[config.mk]
export PLATFORM = sky130hd
export DESIGN_NAME = cim_host_bridge
export DESIGN_NICKNAME = d
export VERILOG_FILES = /design/src/rtl/cim_host_pkg.sv /design/src/rtl/cim_host_bridge.sv
export SDC_FILE = /design/constraint.sdc
export NUM_CORES = 1
export LEC_CHECK = 0
export BUFFER_PORTS_ARGS = -buffer_cell sky130_fd_sc_hd__buf_4
export CORE_MARGIN = 3
export CORE_UTILIZATION = 28
export CTS_CLUSTER_DIAMETER = 80
export DETAILED_ROUTE_END_ITERATION = 10
export SLEW_MARGIN = 10
export SYNTH_ARGS = -nofsm -noshare
export SYNTH_HDL_FRONTEND = slang
export SYNTH_SLANG_ARGS = --single-unit
[constraint.sdc]
create_clock -name clk -period 6.76 [get_ports clk]
set_clock_uncertainty 0.15 [all_clocks]
set_input_delay 1.014 -clock clk [delete_from_list [all_inputs] [get_ports clk]]
set_output_delay 1.014 -clock clk [all_outputs]
set_load 0.05 [all_outputs]
[src/rtl/cim_host_pkg.sv]
// Shared definitions for the CIM host bridge: command opcodes, FSM state
// encoding and the number of command words packed into one input-FIFO word.
package cim_host_pkg;

    // Header opcode carried in cmd_data[31:30]
    typedef enum logic [1:0] {
        OP_REGWR = 2'b00,
        OP_LOAD  = 2'b01,
        OP_READ  = 2'b10,
        OP_RSVD  = 2'b11
    } opcode_e;

    // Bridge control states
    typedef enum logic [3:0] {
        IDLE      = 4'd0,
        REG_DATA  = 4'd1,
        REG_WR    = 4'd2,
        LOAD_COL  = 4'd3,
        LOAD_PUSH = 4'd4,
        RD_POP    = 4'd5,
        RD_CAP    = 4'd6,
        RD_LO     = 4'd7,
        RD_HI     = 4'd8
    } state_e;

    // Command words gathered per LOAD before one input-FIFO write
    localparam int LOAD_WORDS = 6;

    // States in which the command stream is accepted
    function automatic logic accepts_cmd(state_e s);
        return (s == IDLE) || (s == REG_DATA) || (s == LOAD_COL);
    endfunction

endpackage

[src/rtl/cim_host_bridge.sv]
// Host bridge: decodes a 32-bit command stream into register writes,
// 6-word input-FIFO loads and counted output-FIFO reads that are returned
// to the host as pairs of 32-bit response words.
module cim_host_bridge
    import cim_host_pkg::*;
#(
    parameter int REG_ADDR       = 8,
    parameter int REG_DATA_WIDTH = 32,
    parameter int IN_WIDTH       = 192,
    parameter int OUT_WIDTH      = 64
) (
    input  logic                      clk,
    input  logic                      rst,
    // host command stream
    input  logic [REG_DATA_WIDTH-1:0] cmd_data,
    input  logic                      cmd_valid,
    output logic                      cmd_ready,
    // host response stream
    output logic [REG_DATA_WIDTH-1:0] rsp_data,
    output logic                      rsp_valid,
    input  logic                      rsp_ready,
    // register-write master
    output logic [REG_ADDR-1:0]       a_reg,
    output logic [REG_DATA_WIDTH-1:0] d_reg,
    output logic                      reg_en,
    // input-FIFO writer
    output logic [IN_WIDTH-1:0]       din_inputfifo,
    output logic                      WR_EN_inputfifo,
    input  logic                      full_inputfifo,
    // output-FIFO reader
    input  logic [OUT_WIDTH-1:0]      dout_outputfifo,
    output logic                      RD_EN_outputfifo,
    input  logic                      empty_outputfifo
);

    localparam int IDX_W = $clog2(LOAD_WORDS);

    state_e                    state_reg, state_next;
    logic [IDX_W-1:0]          word_idx_reg;
    logic [15:0]               count_reg;
    logic [OUT_WIDTH-1:0]      cap_reg;
    logic                      live_reg;
    logic [REG_DATA_WIDTH-1:0] lane_reg [LOAD_WORDS];
    logic                      cmd_fire;
    opcode_e                   op;

    assign cmd_fire = cmd_valid && cmd_ready;
    assign op       = opcode_e'(cmd_data[31:30]);

    // State register
    always_ff @(posedge clk or negedge rst) begin
        if (!rst) begin
            state_reg <= IDLE;
        end else begin
            state_reg <= state_next;
        end
    end

    // Next-state decode and handshake/strobe outputs
    always_comb begin
        state_next       = state_reg;
        cmd_ready        = live_reg && accepts_cmd(state_reg);
        reg_en           = 1'b0;
        WR_EN_inputfifo  = 1'b0;
        RD_EN_outputfifo = 1'b0;
        rsp_valid        = 1'b0;
        rsp_data         = cap_reg[REG_DATA_WIDTH-1:0];
        case (state_reg)
            IDLE: begin
                if (cmd_fire) begin
                    case (op)
                        OP_REGWR: state_next = REG_DATA;
                        OP_LOAD:  state_next = LOAD_COL;
                        // a zero count is consumed without touching the FIFO
                        OP_READ:  state_next = (cmd_data[15:0] != 16'd0) ? RD_POP : IDLE;
                        default:  state_next = IDLE;
                    endcase
                end
            end
            REG_DATA: begin
                if (cmd_fire) state_next = REG_WR;
            end
            REG_WR: begin
                reg_en     = 1'b1;
                state_next = IDLE;
            end
            LOAD_COL: begin
                if (cmd_fire && (word_idx_reg == IDX_W'(LOAD_WORDS - 1))) begin
                    state_next = LOAD_PUSH;
                end
            end
            LOAD_PUSH: begin
                if (!full_inputfifo) begin
                    WR_EN_inputfifo = 1'b1;
                    state_next      = IDLE;
                end
            end
            RD_POP: begin
                if (!empty_outputfifo) begin
                    RD_EN_outputfifo = 1'b1;
                    state_next       = RD_CAP;
                end
            end
            RD_CAP: begin
                state_next = RD_LO;
            end
            RD_LO: begin
                rsp_valid = 1'b1;
                if (rsp_ready) state_next = RD_HI;
            end
            RD_HI: begin
                rsp_valid = 1'b1;
                rsp_data  = cap_reg[REG_DATA_WIDTH +: REG_DATA_WIDTH];
                if (rsp_ready) state_next = (count_reg == 16'd1) ? IDLE : RD_POP;
            end
            default: state_next = IDLE;
        endcase
    end

    // Datapath registers: address/data latches, word index, read count, capture
    always_ff @(posedge clk or negedge rst) begin
        if (!rst) begin
            live_reg     <= 1'b0;
            a_reg        <= '0;
            d_reg        <= '0;
            word_idx_reg <= '0;
            count_reg    <= '0;
            cap_reg      <= '0;
        end else begin
            // holds cmd_ready low until the first clock after reset release
            live_reg <= 1'b1;
            if (state_reg == IDLE && cmd_fire && op == OP_REGWR) begin
                a_reg <= cmd_data[REG_ADDR-1:0];
            end
            if (state_reg == REG_DATA && cmd_fire) begin
                d_reg <= cmd_data;
            end
            if (state_reg == IDLE && cmd_fire && op == OP_LOAD) begin
                word_idx_reg <= '0;
            end else if (state_reg == LOAD_COL && cmd_fire) begin
                word_idx_reg <= word_idx_reg + IDX_W'(1);
            end
            if (state_reg == IDLE && cmd_fire && op == OP_READ) begin
                count_reg <= cmd_data[15:0];
            end else if (state_reg == RD_HI && rsp_ready) begin
                count_reg <= count_reg - 16'd1;
            end
            if (state_reg == RD_CAP) begin
                cap_reg <= dout_outputfifo;
            end
        end
    end

    // Packer: command word k of a LOAD lands in lane k of din_inputfifo
    for (genvar gi = 0; gi < LOAD_WORDS; gi++) begin : g_lane
        // Capture the command word addressed to this lane
        always_ff @(posedge clk or negedge rst) begin
            if (!rst) begin
                lane_reg[gi] <= '0;
            end else if (state_reg == LOAD_COL && cmd_fire && word_idx_reg == IDX_W'(gi)) begin
                lane_reg[gi] <= cmd_data;
            end
        end
        assign din_inputfifo[gi*REG_DATA_WIDTH +: REG_DATA_WIDTH] = lane_reg[gi];
    end

endmodule
==> impl_metrics.xml <==
<?xml version="1.0" encoding="UTF-8"?>
<metrics>
  <group name="detailed_routing">
    <metric name="drc" unit="">0</metric>
    <metric name="vias_after_detailed_routing" unit="">8923</metric>
    <metric name="wl_per_cell" unit="µm">20.4</metric>
    <metric name="detailed_router_iteration_count_before_antenna_repair" unit="">4</metric>
    <metric name="ant_nets" unit="">0</metric>
    <metric name="drt-vias-per-instance" unit="">4.61</metric>
    <metric name="routed_wirelength" unit="µm">39400</metric>
    <metric name="detailedRoute.firstIterationViolations" unit="">378</metric>
  </group>
  <group name="yosys">
    <metric name="synth_edf_count" unit="">0</metric>
    <metric name="synthCells" unit="">942</metric>
    <metric name="synthArstFlopShare" unit="">1.00</metric>
    <metric name="avg_synthesized_cell_area" unit="µm²">13.9</metric>
    <metric name="yosys_register_bits" unit="">320</metric>
    <metric name="synth_cell_type_count" unit="">57</metric>
    <metric name="synth.yosys.seq_area_share" unit="">0.613</metric>
    <metric name="synth_common_cells" unit="">320 x dfrtp_1, 208 x mux2_2, 120 x nand2_1</metric>
    <metric name="syn-num-nets" unit="">1051</metric>
    <metric name="yosysMostFrequentCell" unit="">dfrtp_1</metric>
    <metric name="ys_top_cells_by_area" unit="">dfrtp_1 61%, mux2_2 18%, mux2_1 7.7%, nand2_1 3.5%, buf_2 0.84%</metric>
    <metric name="mappedNetlistArea" unit="mm²">0.0131</metric>
    <metric name="cell_type_with_the_highest_aggregate_area_in_the_netlist" unit="">dfrtp_1</metric>
    <metric name="synthDominantCellAreaShare" unit="">0.613</metric>
    <metric name="synth.yosys.warnings" unit="">0</metric>
    <metric name="synthFlopType" unit="">dfrtp_1</metric>
  </group>
  <group name="placed_design">
    <metric name="routabilityCongestion" unit="">0.786</metric>
    <metric name="placedCellCount" unit="">1863</metric>
    <metric name="place_hpwl" unit="µm">26400</metric>
    <metric name="place.port_buffers" unit="">370</metric>
    <metric name="dpl_worst_slack" unit="ns">3.27</metric>
  </group>
  <group name="job">
    <metric name="cap_violations" unit="">0</metric>
  </group>
  <group name="worst_hold_path">
    <metric name="holdCritPathClass" unit="">in -&gt; async</metric>
  </group>
  <group name="sta">
    <metric name="timing.final.setup_violations" unit="">0</metric>
    <metric name="max_freq" unit="MHz">267</metric>
    <metric name="slew_headroom" unit="">0.185</metric>
    <metric name="sum_of_negative_setup_slack" unit="ns">0</metric>
    <metric name="timing.final.crit_period" unit="ns">3.74</metric>
    <metric name="timing.final.hold_violations" unit="">0</metric>
    <metric name="timing_worst_slew_pin_value" unit="ns">1.22</metric>
    <metric name="unrepaired_setup_endpoints_after_global_routing" unit="">no</metric>
    <metric name="final_min_period_over_clock_period" unit="">0.554</metric>
    <metric name="finalWorstSetupSlack" unit="ns">3.02</metric>
    <metric name="timing.final.max_slew_violations" unit="">0</metric>
  </group>
  <group name="critical_path">
    <metric name="required" unit="ns">5.60</metric>
    <metric name="cp.arrival" unit="ns">2.58</metric>
    <metric name="crit_fanout" unit="">34</metric>
    <metric name="crit_path_start_kind" unit="">register</metric>
    <metric name="setup.worst_path.class" unit="">reg -&gt; out</metric>
    <metric name="reg2reg_to" unit="">din_inputfifo[101]$_DFFE_PN0P_</metric>
    <metric name="timing.rr.start" unit="">state_reg[2]$_DFFE_PN0P_</metric>
    <metric name="reg2reg_depth" unit="">5</metric>
    <metric name="worst_setup_path_end_kind" unit="">output pin</metric>
    <metric name="setup.reg_to_reg.worst_slack" unit="ns">3.53</metric>
  </group>
  <group name="clock_tree">
    <metric name="cts-hold-fix-buffers" unit="">0</metric>
    <metric name="cts.root.buffer_cell" unit="">clkbuf_16</metric>
    <metric name="cts_tree" unit="">built</metric>
    <metric name="cts.clk_slew.worst_paths" unit="ns">0.06</metric>
    <metric name="clock_tree.htree_level_count" unit="">2</metric>
    <metric name="post-cts-setup-buffers" unit="">0</metric>
    <metric name="tritoncts.num_buffers" unit="">40</metric>
    <metric name="insertion_delay" unit="ns">0.55</metric>
    <metric name="sinks_on_clock_net" unit="">320</metric>
    <metric name="clock_path_buffers" unit="">3</metric>
    <metric name="post_cts_resize_count" unit="">0</metric>
  </group>
  <group name="final_layout">
    <metric name="ratio_of_cells_with_drive_above_1_in_the_final_layout" unit="">0.501</metric>
    <metric name="stdcell_count" unit="">1935</metric>
    <metric name="seqCellArea" unit="mm²">0.00801</metric>
    <metric name="layout-area-overhead-vs-synth" unit="%">35.7</metric>
    <metric name="final.fill_count" unit="">4384</metric>
    <metric name="largest_register_ff_count" unit="">192</metric>
    <metric name="multi_input_area" unit="mm²">0.00475</metric>
    <metric name="diodes" unit="">0</metric>
    <metric name="number_of_nets_in_the_layout" unit="">1414</metric>
  </group>
  <group name="global_route">
    <metric name="maximum_number_of_pins_on_one_net_before_global_route_repair" unit="">132</metric>
    <metric name="global_route.usage.total" unit="">0.157</metric>
    <metric name="grt_pass1_wl" unit="µm">59600</metric>
    <metric name="global_route.overflow_total" unit="">0</metric>
    <metric name="first_global_vias" unit="">9441</metric>
    <metric name="grt_antenna_before_repair" unit="">0</metric>
  </group>
  <group name="floorplan">
    <metric name="floorplan.io_pins" unit="">371</metric>
    <metric name="floorplan.initialDensity" unit="">0.286</metric>
    <metric name="die_height" unit="µm">222</metric>
    <metric name="placeableCoreArea" unit="mm²">0.0457</metric>
    <metric name="fp.dieW" unit="µm">222</metric>
    <metric name="placementRows" unit="">78</metric>
    <metric name="die_area" unit="mm²">0.0493</metric>
  </group>
  <group name="pwr">
    <metric name="max-vdd-ir-drop" unit="V">0.000309</metric>
    <metric name="totalPowerFinal" unit="W">0.00901</metric>
    <metric name="power_density" unit="mW/mm²">508</metric>
    <metric name="power_leakage" unit="nW">9.08</metric>
  </group>
  <group name="status">
    <metric name="outcome" unit="">completed</metric>
  </group>
</metrics>
==> area by class of cell <==
| type | count | share of cell area |
|---|---|---|
| Clock inverter | 17 | 0.0116 |
| Timing Repair Buffer | 379 | 0.162 |
| Multi-Input combinational cell | 556 | 0.268 |
| Tap cell | 600 | 0.0424 |
| Sequential cell | 320 | 0.452 |
| Clock buffer | 55 | 0.0625 |
| Inverter | 8 | 0.00169 |
==> metrics by stage <==
| stage | hold slack, ns | instance area (µm²) | utilization |
|---|---|---|---|
| final | 0.311 | 17700 | 0.388 |
| after global placement | 0.317 | 16400 | 0.359 |
| after global routing | 0.356 | 17700 | 0.388 |
| after floorplan | 0.308 | 13100 | - |
| after CTS | 0.325 | 17700 | 0.388 |
| after detailed placement | 0.326 | 16400 | 0.359 |
==> power by group <==
part,switching (W),internal (W)
combinational,0.00263,0.00128
clock,0.000842,0.00127
sequential,0.000421,0.00257
total,0.00389,0.00511
==> critical path, cell delays in order (launching register included) <==
cell,delay [ns]
dfrtp_1,0.61
or4b_1,0.68
buf_4,0.31
nand2_1,0.14
nand2_1,0.07
buf_4,0.19
==> routing by layer <==
metal	vias to the layer above	global-route usage	part of all wire
li1	4027	-	-
met2	238	0.273	0.51
met5	-	0	0
met1	4594	0.187	0.40
met3	64	0.0453	0.065
met4	0	0.0495	0.025
==> worst max path at each step <==
| stage | start | end | slack (ns) | depth (start not counted) |
|---|---|---|---|---|
| floorplan | empty_outputfifo | RD_EN_outputfifo | 2.95 | 1 |
| global placement | cmd_valid | din_inputfifo[89]$_DFFE_PN0P_ | 3.38 | 5 |
| detailed placement | cmd_valid | din_inputfifo[85]$_DFFE_PN0P_ | 3.27 | 5 |
| CTS | state_reg[1]$_DFFE_PN0P_ | rsp_data[22] | 2.96 | 5 |
| global route | state_reg[1]$_DFFE_PN0P_ | rsp_data[22] | 2.87 | 5 |
| finish | state_reg[1]$_DFFE_PN0P_ | rsp_data[22] | 3.02 | 5 |
==> cells in the final DEF (no fill, tap or decap), types with 3 or more instances in the layout <==
| master | count |
|---|---|
| a21oi_1 | 14 |
| and3_1 | 5 |
| and3_2 | 3 |
| buf_4 | 377 |
| bufinv_16 | 3 |
| clkbuf_1 | 10 |
| clkbuf_16 | 40 |
| clkbuf_8 | 5 |
| clkinv_2 | 8 |
| clkinv_8 | 3 |
| dfrtp_1 | 320 |
| ha_1 | 7 |
| inv_1 | 8 |
| mux2_1 | 89 |
| mux2_2 | 208 |
| nand2_1 | 119 |
| nand3_1 | 8 |
| nand3_2 | 3 |
| nor2_1 | 18 |
| nor3_1 | 11 |
| nor4_1 | 8 |
| o21ai_0 | 9 |
| o21ai_1 | 3 |
| or4_1 | 3 |
==> cells by family after synthesis <==
kind of cell / after synthesis / synth area share
buffers and inverters: 66 / 0.0242
multiplexers: 298 / 0.257
AND/OR/NAND/NOR: 202 / 0.0740
AO/OA/AOI/OAI: 45 / 0.0224
flip-flops: 320 / 0.613
XOR/XNOR: 3 / 0.00201
adder cells (fa/ha/maj): 7 / 0.00671
other: 1 / 0.000287
Note: power is estimated with default switching activity, not from simulation.
